[src/rtl/eth_udp_hdr_tx_if.sv]
// ---------------------------------------------------------------------------
// eth_udp_hdr_tx_if
// Byte-wide AXI4-Stream bundle used for both the payload input and the frame
// output of eth_udp_hdr_tx.
//   tdata  [7:0] : data byte
//   tvalid       : source has a valid byte
//   tready       : sink accepts the byte
//   tlast        : byte is the last of the frame
// Modports:
//   master : drives tdata/tvalid/tlast, receives tready
//   slave  : receives tdata/tvalid/tlast, drives tready
// ---------------------------------------------------------------------------
interface eth_udp_hdr_tx_if;
  logic [7:0] tdata;
  logic       tvalid;
  logic       tready;
  logic       tlast;

  modport master (output tdata, output tvalid, output tlast, input tready);
  modport slave  (input tdata, input tvalid, input tlast, output tready);
endinterface

[src/rtl/eth_udp_hdr_tx.sv]
// ---------------------------------------------------------------------------
// eth_udp_hdr_tx
// Transmit-side header builder. On start it latches the cfg_* fields, spends
// one cycle computing lengths and the IPv4 header checksum, then emits an
// Ethernet header (plus IPv4 + UDP headers when eth_type == 0x0800) as a
// registered byte stream, followed by a combinational pass-through of the
// upstream payload stream.
//
// Ports:
//   clk, rst          : clock, asynchronous active-high reset
//   cfg_dst_mac/src_mac/eth_type/src_ip/dst_ip/src_port/dst_port
//                     : header fields, MSB byte sent first
//   cfg_payload_len   : payload byte count (0 = header-only frame)
//   start             : one-cycle send request, honoured only when idle
//   busy              : high from start acceptance through the tlast beat
//   len_err           : one-cycle pulse when the payload tlast arrives at a
//                       count different from cfg_payload_len
//   s_axis            : payload input stream (slave)
//   m_axis            : frame output stream (master)
//
// Build option: define TX_LEN_CHECK_EN to build the payload length checker;
// without it len_err is tied low.
// ---------------------------------------------------------------------------
module eth_udp_hdr_tx #(
  parameter logic [7:0] TTL = 8'd64
) (
  input  logic        clk,
  input  logic        rst,
  input  logic [47:0] cfg_dst_mac,
  input  logic [47:0] cfg_src_mac,
  input  logic [15:0] cfg_eth_type,
  input  logic [31:0] cfg_src_ip,
  input  logic [31:0] cfg_dst_ip,
  input  logic [15:0] cfg_src_port,
  input  logic [15:0] cfg_dst_port,
  input  logic [15:0] cfg_payload_len,
  input  logic        start,
  output logic        busy,
  output logic        len_err,
  eth_udp_hdr_tx_if.slave  s_axis,
  eth_udp_hdr_tx_if.master m_axis
);

  localparam logic [1:0] IDLE = 2'd0;
  localparam logic [1:0] CALC = 2'd1;
  localparam logic [1:0] HDR  = 2'd2;
  localparam logic [1:0] PAY  = 2'd3;

  logic [1:0]  state_reg;

  // Latched configuration
  logic [47:0] dst_mac_reg;
  logic [47:0] src_mac_reg;
  logic [15:0] eth_type_reg;
  logic [31:0] src_ip_reg;
  logic [31:0] dst_ip_reg;
  logic [15:0] src_port_reg;
  logic [15:0] dst_port_reg;
  logic [15:0] payload_len_reg;

  // Values derived in CALC
  logic [15:0] total_len_reg;
  logic [15:0] udp_len_reg;
  logic [15:0] csum_reg;
  logic [5:0]  hdr_len_reg;
  logic        is_ipv4_reg;

  logic [15:0] ip_id_reg;

  // Registered header output stage; hdr_idx_reg is the index of the next
  // byte to load, so it equals hdr_len_reg once the final byte is loaded.
  logic [5:0]  hdr_idx_reg;
  logic [7:0]  hdr_data_reg;
  logic        hdr_valid_reg;
  logic        hdr_last_reg;

  // ---------------------------------------------------------------------
  // Length and checksum arithmetic (used during CALC)
  // ---------------------------------------------------------------------
  logic [15:0] total_len_next;
  logic [15:0] udp_len_next;
  logic [19:0] csum_sum;
  logic [16:0] csum_fold1;
  logic [16:0] csum_fold2;
  logic [15:0] csum_next;

  assign total_len_next = 16'd28 + payload_len_reg;
  assign udp_len_next   = 16'd8 + payload_len_reg;

  // Ten header words with the checksum word taken as zero. Ten 16-bit
  // words never exceed 20 bits; two end-around folds always suffice.
  assign csum_sum = 20'h04500
                  + {4'h0, total_len_next}
                  + {4'h0, ip_id_reg}
                  + 20'h04000
                  + {4'h0, TTL, 8'h11}
                  + {4'h0, src_ip_reg[31:16]}
                  + {4'h0, src_ip_reg[15:0]}
                  + {4'h0, dst_ip_reg[31:16]}
                  + {4'h0, dst_ip_reg[15:0]};
  assign csum_fold1 = {1'b0, csum_sum[15:0]} + {13'd0, csum_sum[19:16]};
  assign csum_fold2 = {1'b0, csum_fold1[15:0]} + {16'd0, csum_fold1[16]};
  assign csum_next  = ~csum_fold2[15:0];

  // ---------------------------------------------------------------------
  // Header byte table: 42 bytes, byte 0 is the MSB of the vector
  // ---------------------------------------------------------------------
  logic [335:0] hdr_vec;
  logic [7:0]   hdr_bytes [0:63];

  assign hdr_vec = {dst_mac_reg, src_mac_reg, eth_type_reg,
                    8'h45, 8'h00, total_len_reg, ip_id_reg, 16'h4000,
                    TTL, 8'h11, csum_reg, src_ip_reg, dst_ip_reg,
                    src_port_reg, dst_port_reg, udp_len_reg, 16'h0000};

  // Padded to 64 entries so the 6-bit index never leaves the table.
  generate
    for (genvar gi = 0; gi < 64; gi++) begin : g_hdr_bytes
      if (gi < 42) begin : g_used
        assign hdr_bytes[gi] = hdr_vec[335 - 8*gi -: 8];
      end else begin : g_pad
        assign hdr_bytes[gi] = 8'h00;
      end
    end
  endgenerate

  logic hdr_load_last;
  assign hdr_load_last = (payload_len_reg == 16'd0) &&
                         (hdr_idx_reg == hdr_len_reg - 6'd1);

`ifdef TX_LEN_CHECK_EN
  logic [15:0] pay_cnt_reg;
  logic        len_err_reg;
  assign len_err = len_err_reg;
`else
  assign len_err = 1'b0;
`endif

  logic pay_xfer;
  assign pay_xfer = (state_reg == PAY) && s_axis.tvalid && m_axis.tready;

  // ---------------------------------------------------------------------
  // Control and datapath registers
  // ---------------------------------------------------------------------
  always_ff @(posedge clk or posedge rst) begin
    if (rst) begin
      state_reg       <= IDLE;
      dst_mac_reg     <= '0;
      src_mac_reg     <= '0;
      eth_type_reg    <= '0;
      src_ip_reg      <= '0;
      dst_ip_reg      <= '0;
      src_port_reg    <= '0;
      dst_port_reg    <= '0;
      payload_len_reg <= '0;
      total_len_reg   <= '0;
      udp_len_reg     <= '0;
      csum_reg        <= '0;
      hdr_len_reg     <= '0;
      is_ipv4_reg     <= 1'b0;
      ip_id_reg       <= '0;
      hdr_idx_reg     <= '0;
      hdr_data_reg    <= 8'h00;
      hdr_valid_reg   <= 1'b0;
      hdr_last_reg    <= 1'b0;
`ifdef TX_LEN_CHECK_EN
      pay_cnt_reg     <= '0;
      len_err_reg     <= 1'b0;
`endif
    end else begin
`ifdef TX_LEN_CHECK_EN
      len_err_reg <= 1'b0;
`endif
      case (state_reg)
        IDLE: begin
          if (start) begin
            dst_mac_reg     <= cfg_dst_mac;
            src_mac_reg     <= cfg_src_mac;
            eth_type_reg    <= cfg_eth_type;
            src_ip_reg      <= cfg_src_ip;
            dst_ip_reg      <= cfg_dst_ip;
            src_port_reg    <= cfg_src_port;
            dst_port_reg    <= cfg_dst_port;
            payload_len_reg <= cfg_payload_len;
            state_reg       <= CALC;
          end
        end

        CALC: begin
          total_len_reg <= total_len_next;
          udp_len_reg   <= udp_len_next;
          csum_reg      <= csum_next;
          is_ipv4_reg   <= (eth_type_reg == 16'h0800);
          hdr_len_reg   <= (eth_type_reg == 16'h0800) ? 6'd42 : 6'd14;
          hdr_idx_reg   <= '0;
          hdr_valid_reg <= 1'b0;
          hdr_last_reg  <= 1'b0;
`ifdef TX_LEN_CHECK_EN
          pay_cnt_reg   <= '0;
`endif
          state_reg     <= HDR;
        end

        HDR: begin
          // Output stage is free when empty or its byte is being accepted.
          if (!hdr_valid_reg || m_axis.tready) begin
            if (hdr_idx_reg == hdr_len_reg) begin
              // Final header byte has just been accepted.
              hdr_valid_reg <= 1'b0;
              hdr_last_reg  <= 1'b0;
              if (payload_len_reg == 16'd0) begin
                state_reg <= IDLE;
                if (is_ipv4_reg) begin
                  ip_id_reg <= ip_id_reg + 16'd1;
                end
              end else begin
                state_reg <= PAY;
              end
            end else begin
              hdr_data_reg  <= hdr_bytes[hdr_idx_reg];
              hdr_valid_reg <= 1'b1;
              hdr_last_reg  <= hdr_load_last;
              hdr_idx_reg   <= hdr_idx_reg + 6'd1;
            end
          end
        end

        PAY: begin
          if (pay_xfer) begin
`ifdef TX_LEN_CHECK_EN
            pay_cnt_reg <= pay_cnt_reg + 16'd1;
`endif
            if (s_axis.tlast) begin
              state_reg <= IDLE;
              if (is_ipv4_reg) begin
                ip_id_reg <= ip_id_reg + 16'd1;
              end
`ifdef TX_LEN_CHECK_EN
              if ((pay_cnt_reg + 16'd1) != payload_len_reg) begin
                len_err_reg <= 1'b1;
              end
`endif
            end
          end
        end

        default: state_reg <= IDLE;
      endcase
    end
  end

  // ---------------------------------------------------------------------
  // Output mux: registered header bytes, combinational payload path
  // ---------------------------------------------------------------------
  assign busy          = (state_reg != IDLE);
  assign s_axis.tready = (state_reg == PAY) && m_axis.tready;

  always_comb begin
    m_axis.tdata  = hdr_data_reg;
    m_axis.tvalid = hdr_valid_reg;
    m_axis.tlast  = hdr_last_reg;
    if (state_reg == PAY) begin
      m_axis.tdata  = s_axis.tdata;
      m_axis.tvalid = s_axis.tvalid;
      m_axis.tlast  = s_axis.tlast;
    end
  end

endmodule

[src/flat_wrapper.sv]
// flat-port wrapper written by rule: the top's interface ports become plain ports
module eth_udp_hdr_tx_flat 
#(
  parameter logic [7:0] TTL = 8'd64
)
  (clk, rst, cfg_dst_mac, cfg_src_mac, cfg_eth_type, cfg_src_ip, cfg_dst_ip, cfg_src_port, cfg_dst_port, cfg_payload_len, start, busy, len_err, s_axis_tdata, s_axis_tvalid, s_axis_tlast, s_axis_tready, m_axis_tdata, m_axis_tvalid, m_axis_tlast, m_axis_tready);
  eth_udp_hdr_tx_if s_axis_i ();
  eth_udp_hdr_tx_if m_axis_i ();
  input  logic clk;
  input  logic rst;
  input  logic [47:0] cfg_dst_mac;
  input  logic [47:0] cfg_src_mac;
  input  logic [15:0] cfg_eth_type;
  input  logic [31:0] cfg_src_ip;
  input  logic [31:0] cfg_dst_ip;
  input  logic [15:0] cfg_src_port;
  input  logic [15:0] cfg_dst_port;
  input  logic [15:0] cfg_payload_len;
  input  logic start;
  output logic busy;
  output logic len_err;
  input wire logic [$bits(s_axis_i.tdata)-1:0] s_axis_tdata;
  input wire logic [$bits(s_axis_i.tvalid)-1:0] s_axis_tvalid;
  input wire logic [$bits(s_axis_i.tlast)-1:0] s_axis_tlast;
  output wire logic [$bits(s_axis_i.tready)-1:0] s_axis_tready;
  output wire logic [$bits(m_axis_i.tdata)-1:0] m_axis_tdata;
  output wire logic [$bits(m_axis_i.tvalid)-1:0] m_axis_tvalid;
  output wire logic [$bits(m_axis_i.tlast)-1:0] m_axis_tlast;
  input wire logic [$bits(m_axis_i.tready)-1:0] m_axis_tready;
  assign s_axis_i.tdata = s_axis_tdata;
  assign s_axis_i.tvalid = s_axis_tvalid;
  assign s_axis_i.tlast = s_axis_tlast;
  assign s_axis_tready = s_axis_i.tready;
  assign m_axis_tdata = m_axis_i.tdata;
  assign m_axis_tvalid = m_axis_i.tvalid;
  assign m_axis_tlast = m_axis_i.tlast;
  assign m_axis_i.tready = m_axis_tready;
  eth_udp_hdr_tx #(.TTL(TTL)) u_core (.clk(clk), .rst(rst), .cfg_dst_mac(cfg_dst_mac), .cfg_src_mac(cfg_src_mac), .cfg_eth_type(cfg_eth_type), .cfg_src_ip(cfg_src_ip), .cfg_dst_ip(cfg_dst_ip), .cfg_src_port(cfg_src_port), .cfg_dst_port(cfg_dst_port), .cfg_payload_len(cfg_payload_len), .start(start), .busy(busy), .len_err(len_err), .s_axis(s_axis_i), .m_axis(m_axis_i));
endmodule
[config.mk]
export PLATFORM = sky130hd
export DESIGN_NAME = eth_udp_hdr_tx_flat
export DESIGN_NICKNAME = d
export VERILOG_FILES = /design/src/rtl/eth_udp_hdr_tx_if.sv /design/src/rtl/eth_udp_hdr_tx.sv /design/src/flat_wrapper.sv
export SDC_FILE = /design/constraint.sdc
export NUM_CORES = 1
export LEC_CHECK = 0
export CAP_MARGIN = 40
export CELL_PAD_IN_SITES_DETAIL_PLACEMENT = 0
export CELL_PAD_IN_SITES_GLOBAL_PLACEMENT = 1
export CORE_MARGIN = 4
export CORE_UTILIZATION = 40
export CTS_CLUSTER_DIAMETER = 100
export CTS_CLUSTER_SIZE = 12
export DETAILED_ROUTE_END_ITERATION = 6
export PLACE_DENSITY = 0.72
export SLEW_MARGIN = 25
export SYNTH_ARGS = -nofsm -noshare
export SYNTH_HDL_FRONTEND = slang
export SYNTH_SLANG_ARGS = --single-unit
export TNS_END_PERCENT = 10
[constraint.sdc]
create_clock -name clk -period 12.9 [get_ports clk]
set_input_delay 2.58 -clock clk [delete_from_list [all_inputs] [get_ports clk]]
set_output_delay 2.58 -clock clk [all_outputs]
set_load 0.03 [all_outputs]
Word level (Yosys, flattened, before mapping)
Cells that the tools add are included.

word-level totals
  register bits = 313
  input port bits = 238
  output and inout port bits = 13
  logic and storage cells = 98

cells by class
  add/subtract/negate cells = 15
  order comparisons = 1
  eq/ne operators = 13
  mux-type cells = 30
  bitwise gates (word level) = 3
  reductions and logical operators = 17

operators with widths
  operator                  count
  $add A20 B16 Y20          5
  $mux W16                  6
  $bmux W8 S6               1
  $add A20 B15 Y20 const B  2
  $pmux W16 S2              1
  $mux W8                   3
  $mux W6                   3
  $add A15 B16 Y17 const A  1
  $add A16 B4 Y17           1
  $add A16 B1 Y16           1
  $add A16 B1 Y16 const B   1
  $add A4 B16 Y16 const A   1
  $add A5 B16 Y16 const A   1
  $eq A16 B12 Y1 const B    1
  $logic_not A16 Y1         1
  $not A16 Y16              1
  $eq A6 B6 Y1              2
  $mux W2                   6
  $pmux W6 S2               1
  $ne A2 B1 Y1 const B      4
  $pmux W2 S4               1
  $ge A7 B7 Y1 const B      1
  $not A6 Y7                1
  $add A6 B1 Y6 const B     1
  16 further kinds          32

Depth between registers and ports, before layout
Gate-level depths: netlist of the first run.

  word-level depth = 12
  gate-level depth with buffers = 42
  mapped depth without buffers = 42

Worst setup path before layout of the first run
No wires, ideal clock.

  kind = register to register
  start = register u_core.payload_len_reg[4]
  end = register u_core.csum_reg[7]
  library setup time = 0.125 ns
  arrival = 8.757 ns
  data required time = 12.775 ns
  slack = 4.019 ns
  stages on the path, launching flop included = 42
  path buffers = 1
  clock period less this slack = 8.881 ns
  cells stage by stage = dfrtp_1 -> inv_1 -> ha_1 -> a21boi_0 -> nor2_1 -> xnor2_1 -> inv_1 -> ha_1 -> inv_1 -> fa_1 -> inv_1 -> fa_1 -> fa_1 -> ha_1 -> ha_1 -> clkbuf_1 -> a211o_1 -> or4_1 -> (+6 left out) -> ha_1 -> inv_1 -> fa_1 -> and2b_1 -> o21ai_4 -> a2111oi_4 -> inv_1 -> nor2_1 -> and3_1 -> ha_1 -> nand3_1 -> o21ai_0 -> a21oi_1 -> o21ai_0 -> a21oi_1 -> nor4_1 -> xnor2_1 -> mux2_2

between the ends
  word-level cells in the longest chain between the ends = 12

ends and longest elaborated chain
  what                                RTL line               text
  from (decl)                         eth_udp_hdr_tx.sv:59   logic [15:0] payload_len_reg;
  from (signal assigned)              eth_udp_hdr_tx.sv:184  payload_len_reg <= cfg_payload_len;
  $add A5 B16 Y16                     eth_udp_hdr_tx.sv:87   assign total_len_next = 16'd28 + payload_len_reg;
  named net u_core.total_len_next[9]  eth_udp_hdr_tx.sv:80   logic [15:0] total_len_next;
  $add A15 B16 Y17                    eth_udp_hdr_tx.sv:93   + {4'h0, total_len_next}
  $add A20 B16 Y20                    eth_udp_hdr_tx.sv:94   + {4'h0, ip_id_reg}
  $add A20 B15 Y20                    eth_udp_hdr_tx.sv:95   + 20'h04000
  $add A20 B15 Y20                    eth_udp_hdr_tx.sv:96   + {4'h0, TTL, 8'h11}
  $add A20 B16 Y20                    eth_udp_hdr_tx.sv:97   + {4'h0, src_ip_reg[31:16]}
  $add A20 B16 Y20                    eth_udp_hdr_tx.sv:98   + {4'h0, src_ip_reg[15:0]}
  $add A20 B16 Y20                    eth_udp_hdr_tx.sv:99   + {4'h0, dst_ip_reg[31:16]}
  $add A20 B16 Y20                    eth_udp_hdr_tx.sv:100  + {4'h0, dst_ip_reg[15:0]};
  $add A16 B4 Y17                     eth_udp_hdr_tx.sv:101  assign csum_fold1 = {1'b0, csum_sum[15:0]} + {13'd0, csum_sum[19:16]};
  $add A16 B1 Y16                     eth_udp_hdr_tx.sv:102  assign csum_fold2 = {1'b0, csum_fold1[15:0]} + {16'd0, csum_fold1[16]};
  $not A16 Y16                        eth_udp_hdr_tx.sv:103  assign csum_next = ~csum_fold2[15:0];
  to (signal assigned)                eth_udp_hdr_tx.sv:192  csum_reg <= csum_next;
  to (decl)                           eth_udp_hdr_tx.sv:64   logic [15:0] csum_reg;

The timed path passes the listed nets, and every way through them passes these cells.
A chain may end at the register's enable or synchronous reset.

Worst setup path in the final report of the first run
Same ends and word-level chain as after synthesis.

==> metrics, run 1 <==
outcome=finished clean; Worst path slowest cell=a2111oi_4; Die Ht=between 200 and 250 µm; CP max FO=9; Seq/Total Area, Yosys=41.76%; CTS H-Tree Depth=1; vias per inst=5.347; GRT Resource Usage Total=21.19%; CTS tree=done; Post-synth EDFFs=0; Hold/Removal Path Class=flip-flop to flip-flop; RSZ-0062 raised after global routing=false; Reg area=0.007690 mm²; crit path from=u_core.payload_len_reg[4]; P&R area growth vs syn=21.76%; final hold violations=0; root buffer cell=clkbuf_16; die width=222.5 µm; Core Footprint=0.04538 mm²; Clock Pin Slew Worst Setup and Hold Paths=0.06 ns; number of buffers added on ports=249; post-CTS sizing=0; commonest non-fill, non-tap cell in the layout=dfrtp_1; cts bufs inserted=29; Post-Syn Area=around 0.018 mm²; FF-to-FF End=u_core.csum_reg[7]; Tcrit/Tclk final=75.55%; worst slew pin tran=~0.9 ns; crit path capture type=flip-flop; GPL Wtd Cong=slightly below 0.9; Worst path max stage delay=0.54 ns; Total Wirelength=52,700 µm; utilization after layout=between 40% and 50%; clock buffer depth=3; vias in the first global route=13,270; synth warn=0; number of remaining DRC errors=0; async set-or-reset flop fraction in the synthesized netlist=100.0%; reg2reg setup slack=3.15 ns; Cells after Synth=about 1,500; Slew Viols, Final=0; initial antenna violation count=5; Worst EP required=13.37 ns; layout cell share with drive strength beyond 1=23.06%; top_reg_cell synth=dfrtp_1; cts hold-fix bufs=0; crit path time final=around 9.7 ns; Setup Skew=0.02422 ns; Yosys reg bits=between 300 and 400; crit path kind=flip-flop to flip-flop; distinct cell type count after synthesis=slightly below 80; first-pass GRT wire length=slightly above 80,000 µm; Die ar.=0.04949 mm²; reg-to-reg startpoint=u_core.payload_len_reg[4]; Syn Area/Cell=12.22 µm²; final setup TNS=0 ns; max-cap viol count=0; multi-input logic area=0.009932 mm²; largest net degree at the start of global routing=slightly above 90; grt ovf=0; DR vias=12,480; crit path DAT=10.22 ns; I/O pins=251; Slew headroom=39.79%; CP endpoint=u_core.csum_reg[7]; post-DP HPWL=~41,000 µm; post-route ant nets=0; Rows=78; DR iter-0 viols=around 720; Setup violations, final=0; worst skew pair latency=0.60 ns; Synthesized Nets=1,867; CTS Sinks=307; commonest non-fill, non-tap cells in the layout=305 x dfrtp_1, 249 x clkdlybuf4s50_1, 247 x mux2_2; critical path startpoint category=flip-flop; first-pass iteration count of the detailed router=5; Max Clk Rate=102.6 MHz; Final nets=2,090; starting density of the core=roughly two fifths; Setup Fix Bufs, Post-CTS=0; WL/cell=22.58 µm; worst r2r path cells=40; fillers=around 4,100
[through the flow]
step	instance area, µm²	hold slack, ns	setup slack, ns	std cells
3_5_place_dp	21590	0.4655	3.218	2296
4_1_cts	22350	0.4827	3.181	2328
6_report	22400	0.4728	3.154	2334
5_1_grt	22400	0.5014	2.331	2334
2_1_floorplan	18400	0.4460	1.832	1506
3_3_place_gp	21410	0.4590	3.360	2288
[synthesized netlist by cell type (6+ instances only)]
library cell	count	area, µm²
mux2_2	247	2781
o21ai_0	45	225.2
and3_1	13	81.33
a21o_1	7	52.55
or3_1	6	37.54
mux4_2	70	1577
and2_1	7	43.79
nand2_1	55	206.5
dfrtp_1	307	7682
nand3_1	31	155.2
ha_1	60	750.7
nor2_1	90	337.8
mux2i_1	28	280.3
inv_1	121	454.2
buf_2	6	30.03
xor2_1	21	183.9
a21oi_1	58	290.3
nor3_1	12	60.06
o31ai_1	6	45.04
fa_1	63	1261
buf_1	13	48.80
xnor2_1	59	516.8
o211ai_1	6	45.04
o21a_1	6	45.04
nand4_1	11	68.82
nor4_1	13	81.33
o22ai_1	7	43.79
clkbuf_1	54	202.7
[per-layer routing]
layer / up-vias / share of wire (%) / GRT usage (%)
met5: - / 0 / 0
met1: 6345 / 46 / 31.14
met4: 0 / 2.3 / 5.448
met2: 303 / 46 / 32.83
met3: 58 / 5.1 / 3.726
li1: 5774 / - / -
[how the worst min path moves through the flow]
stage                                 from                endpoint  cells past startpoint
floorplan           u_core.hdr_data_reg[0]  u_core.hdr_data_reg[0]                      2
global placement      u_core.hdr_valid_reg    u_core.hdr_valid_reg                      1
detailed placement    u_core.hdr_valid_reg    u_core.hdr_valid_reg                      1
CTS                   u_core.hdr_valid_reg    u_core.hdr_valid_reg                      1
global route           u_core.csum_reg[12]     u_core.csum_reg[12]                      1
finish              u_core.hdr_data_reg[0]  u_core.hdr_data_reg[0]                      2
[worst max-delay path: cells and delay by family (launching register included)]
family / cells / cell delay [ns]
AOI/OAI and AO/OA: 13 / 2.77
xor gates and xnor gates: 3 / 0.52
adders and majority gates: 10 / 3.46
buffers and inverters: 6 / 0.48
DFF: 1 / 0.44
muxes: 1 / 0.27
and+or+nand+nor: 7 / 1.68
[area by class of cell]
class / instances / area share (%)
multi-input cells: 1000 / 44.34
flip-flops and latches: 307 / 34.33
repair buffers: 270 / 12.49
well taps: 600 / 3.352
clock buffers: 30 / 3.257
inverters: 121 / 2.061
clock inverters: 2 / 0.1229
diodes: 4 / 0.04469
[cells by family after synthesis]
family	after synthesis	synth area share (%)
buf+inv	199	4.305
flops	307	41.76
other cells	1	0.02038
simple gates	272	7.345
fa+ha+maj	123	10.94
xor+xnor	82	3.986
compound gates	177	6.434
mux	345	25.21
Power of run 1 is left out: the tool's default activity adds up to more than one toggle a clock period on the data nets, which glitch-free logic cannot reach.
==> run 2: changes to the inputs <==
--- a/config.mk
+++ b/config.mk
@@ -13,7 +13,7 @@
 export CTS_CLUSTER_DIAMETER = 100
 export CTS_CLUSTER_SIZE = 12
 export DETAILED_ROUTE_END_ITERATION = 6
-export PLACE_DENSITY = 0.72
+export PLACE_DENSITY = 0.75
 export SLEW_MARGIN = 25
 export SYNTH_ARGS = -nofsm -noshare
 export SYNTH_HDL_FRONTEND = slang
==> constraint.sdc (replaced) <==
create_clock -name clk -period 8.55 [get_ports clk]
set_input_delay 1.71 -clock clk [delete_from_list [all_inputs] [get_ports clk]]
set_output_delay 1.71 -clock clk [all_outputs]
set_load 0.03 [all_outputs]
==> run 2 against run 1 <==
  * Final cell count up 1.2%
  * Critical path type unchanged
  * Register-to-register slack lost 2.8 ns
  * Via count grew 2.3%
==> metrics, run 2 (synthesis gave the netlist of run 1 again) <==
outcome=finished clean; DR vias=12,760 (+2.3%); Final Worst Setup Slack=0.3262 ns (-2.828 ns); final setup TNS=0 ns (unchanged); CTS H-Tree Depth=1 (unchanged); Setup violations, final=0 (unchanged); Clock Pin Slew Worst Setup and Hold Paths=0.08 ns (+0.02 ns); largest net degree at the start of global routing=180 (+98%); Placed Cells=2,321 (+1.1%); Crit path top cell by count=inv_1; final cell count without fillers=2,361 (+1.2%); CTS Sinks=307 (unchanged); cts bufs inserted=29 (unchanged); initial antenna violation count=3 (-2); Total Wirelength=52,830 µm (+0.23%); vias in the first global route=13,330 (+0.46%); grt ovf=0 (unchanged); commonest non-fill, non-tap cell in the layout=dfrtp_1; RSZ-0062 raised after global routing=true; Die Ht=222.5 µm (unchanged); Core Footprint=0.04538 mm² (unchanged); commonest non-fill, non-tap cells in the layout=305 x dfrtp_1, 249 x clkdlybuf4s50_1, 247 x mux2_2; root buffer cell=clkbuf_16; Die ar.=0.04949 mm² (unchanged); P&R area growth vs syn=23.31%; CP Buf/Inv Count=6 (unchanged); GRT Resource Usage Total=20.90% (-0.29 points); Tcrit/Tclk final=96.18% (+21 points); Slew headroom=26.89% (-13 points); clock buffer depth=3 (unchanged); number of buffers added on ports=249 (unchanged); crit path kind=flip-flop to flip-flop; worst skew pair latency=0.60 ns (about the same); I/O pins=251 (unchanged); Slew Viols, Final=0 (unchanged); DR iter-0 viols=830 (+15%); layout cell share with drive strength beyond 1=25.54% (+2.5 points); Rows=78 (unchanged); GRT busiest layer=met2; Final nets=2,117 (+1.3%); first-pass GRT wire length=80,430 µm (-0.88%); Hold/Removal Path Class=flip-flop to flip-flop; Setup Skew=0.02495 ns (+0.0007370 ns); Worst path slowest cell=fa_1; final hold violations=0 (unchanged); starting density of the core=40.54% (unchanged); max-cap viol count=0 (unchanged); WHS=0.4930 ns (+0.02024 ns); CP top delay family=adder cells; WL/cell=22.37 µm (-0.91%); fillers=4,084 (-0.44%); GR met3 Demand/Resource=2.933% (-0.79 points); Worst EP required=9.04 ns (-4.33 ns); CTS tree=done; GPL Wtd Cong=0.9205 (+4.5%); number of remaining DRC errors=0 (unchanged); met2 Resource Use GR=33.48% (+0.64 points); crit path time final=8.224 ns (-1.522 ns); CP max FO=4 (-5); DP Worst Slack=-0.08327 ns (-3.301 ns); crit path DAT=8.71 ns (-1.51 ns); Worst path max stage delay=0.51 ns (-0.03 ns); Max Clk Rate=121.6 MHz (+19%); GRT met1 Usage=30.38% (-0.77 points); post-DP HPWL=40,480 µm (-1.2%); die width=222.5 µm (unchanged); post-route ant nets=0 (unchanged); first-pass iteration count of the detailed router=5 (unchanged); vias per inst=5.405 (+1.1%); worst slew pin tran=1.097 ns (+0.2162 ns); cts hold-fix bufs=0 (unchanged); critical path startpoint category=flip-flop; crit path capture type=flip-flop
[run 2: cell count changes in the layout (fill, tap and decap cells not counted), sizes merged]
cell	before	now
clkinvlp	1	2
inv	122	121
buf	21	48
clkbuf	30	31
diode	4	3
[run 2: cell type report]
cell class / count / area, µm² / share of cell area (%)
antenna: 3 / 7.507 / 0.03309
clock buffer: 31 / 733.2 / 3.232
clock inverter: 2 / 27.53 / 0.1213
inverter: 121 / 457.9 / 2.019
multi-input combinational: 1000 / 10040 / 44.26
sequential: 307 / 7690 / 33.90
tap: 600 / 750.7 / 3.309
timing repair buffer: 297 / 2978 / 13.13
[run 2: timing repair]
item,CTS,global route
setup endpoints to repair,1,12
resized for setup,4,25
pin swaps,1,10
gates cloned,0,0
setup buffers,0,2
[run 2: metrics by stage]
step | instance area (µm²) | util [%]
detailed placement | 21740 | 47.90
global route | 22680 | 49.99
CTS | 22520 | 49.63
finish | 22680 | 49.99
floorplan | 18400 | -
global placement | 21660 | 47.72
[run 2: worst reg2reg max path: cells and delay by family (launching register included)]
family                     cells  cell delay, ns
DFF                            1            0.41
and+or+nand+nor                9            1.57
xor gates and xnor gates       3            0.42
muxes                          1            0.27
AOI/OAI and AO/OA             11            1.67
buffers and inverters          6            0.43
adders and majority gates     10            3.36
[run 2: final timing paths]
check | cells past startpoint | to | from | slack [ns]
setup reg to reg | 40 | u_core.csum_reg[7] | u_core.payload_len_reg[2] | 0.33
hold reg to reg | 2 | u_core.hdr_data_reg[6] | u_core.hdr_data_reg[6] | 0.49
max in group asynchronous | 6 | u_core.ip_id_reg[5] | rst | 5.53
min in group asynchronous | 3 | u_core.dst_mac_reg[3] | rst | 1.46
setup / recovery | 40 | u_core.csum_reg[7] | u_core.payload_len_reg[2] | 0.33
hold / removal | 2 | u_core.hdr_data_reg[6] | u_core.hdr_data_reg[6] | 0.49
[run 2: metal layers]
layer / part of all wire [%] / wire (µm) / up-vias
li1: - / - / 5822
met1: 46 / 24100 / 6533
met2: 47 / 24790 / 347
met3: 4.9 / 2608 / 59
met4: 2.5 / 1325 / 0
met5: 0 / 0 / -
Power of run 2 is left out for the same reason.
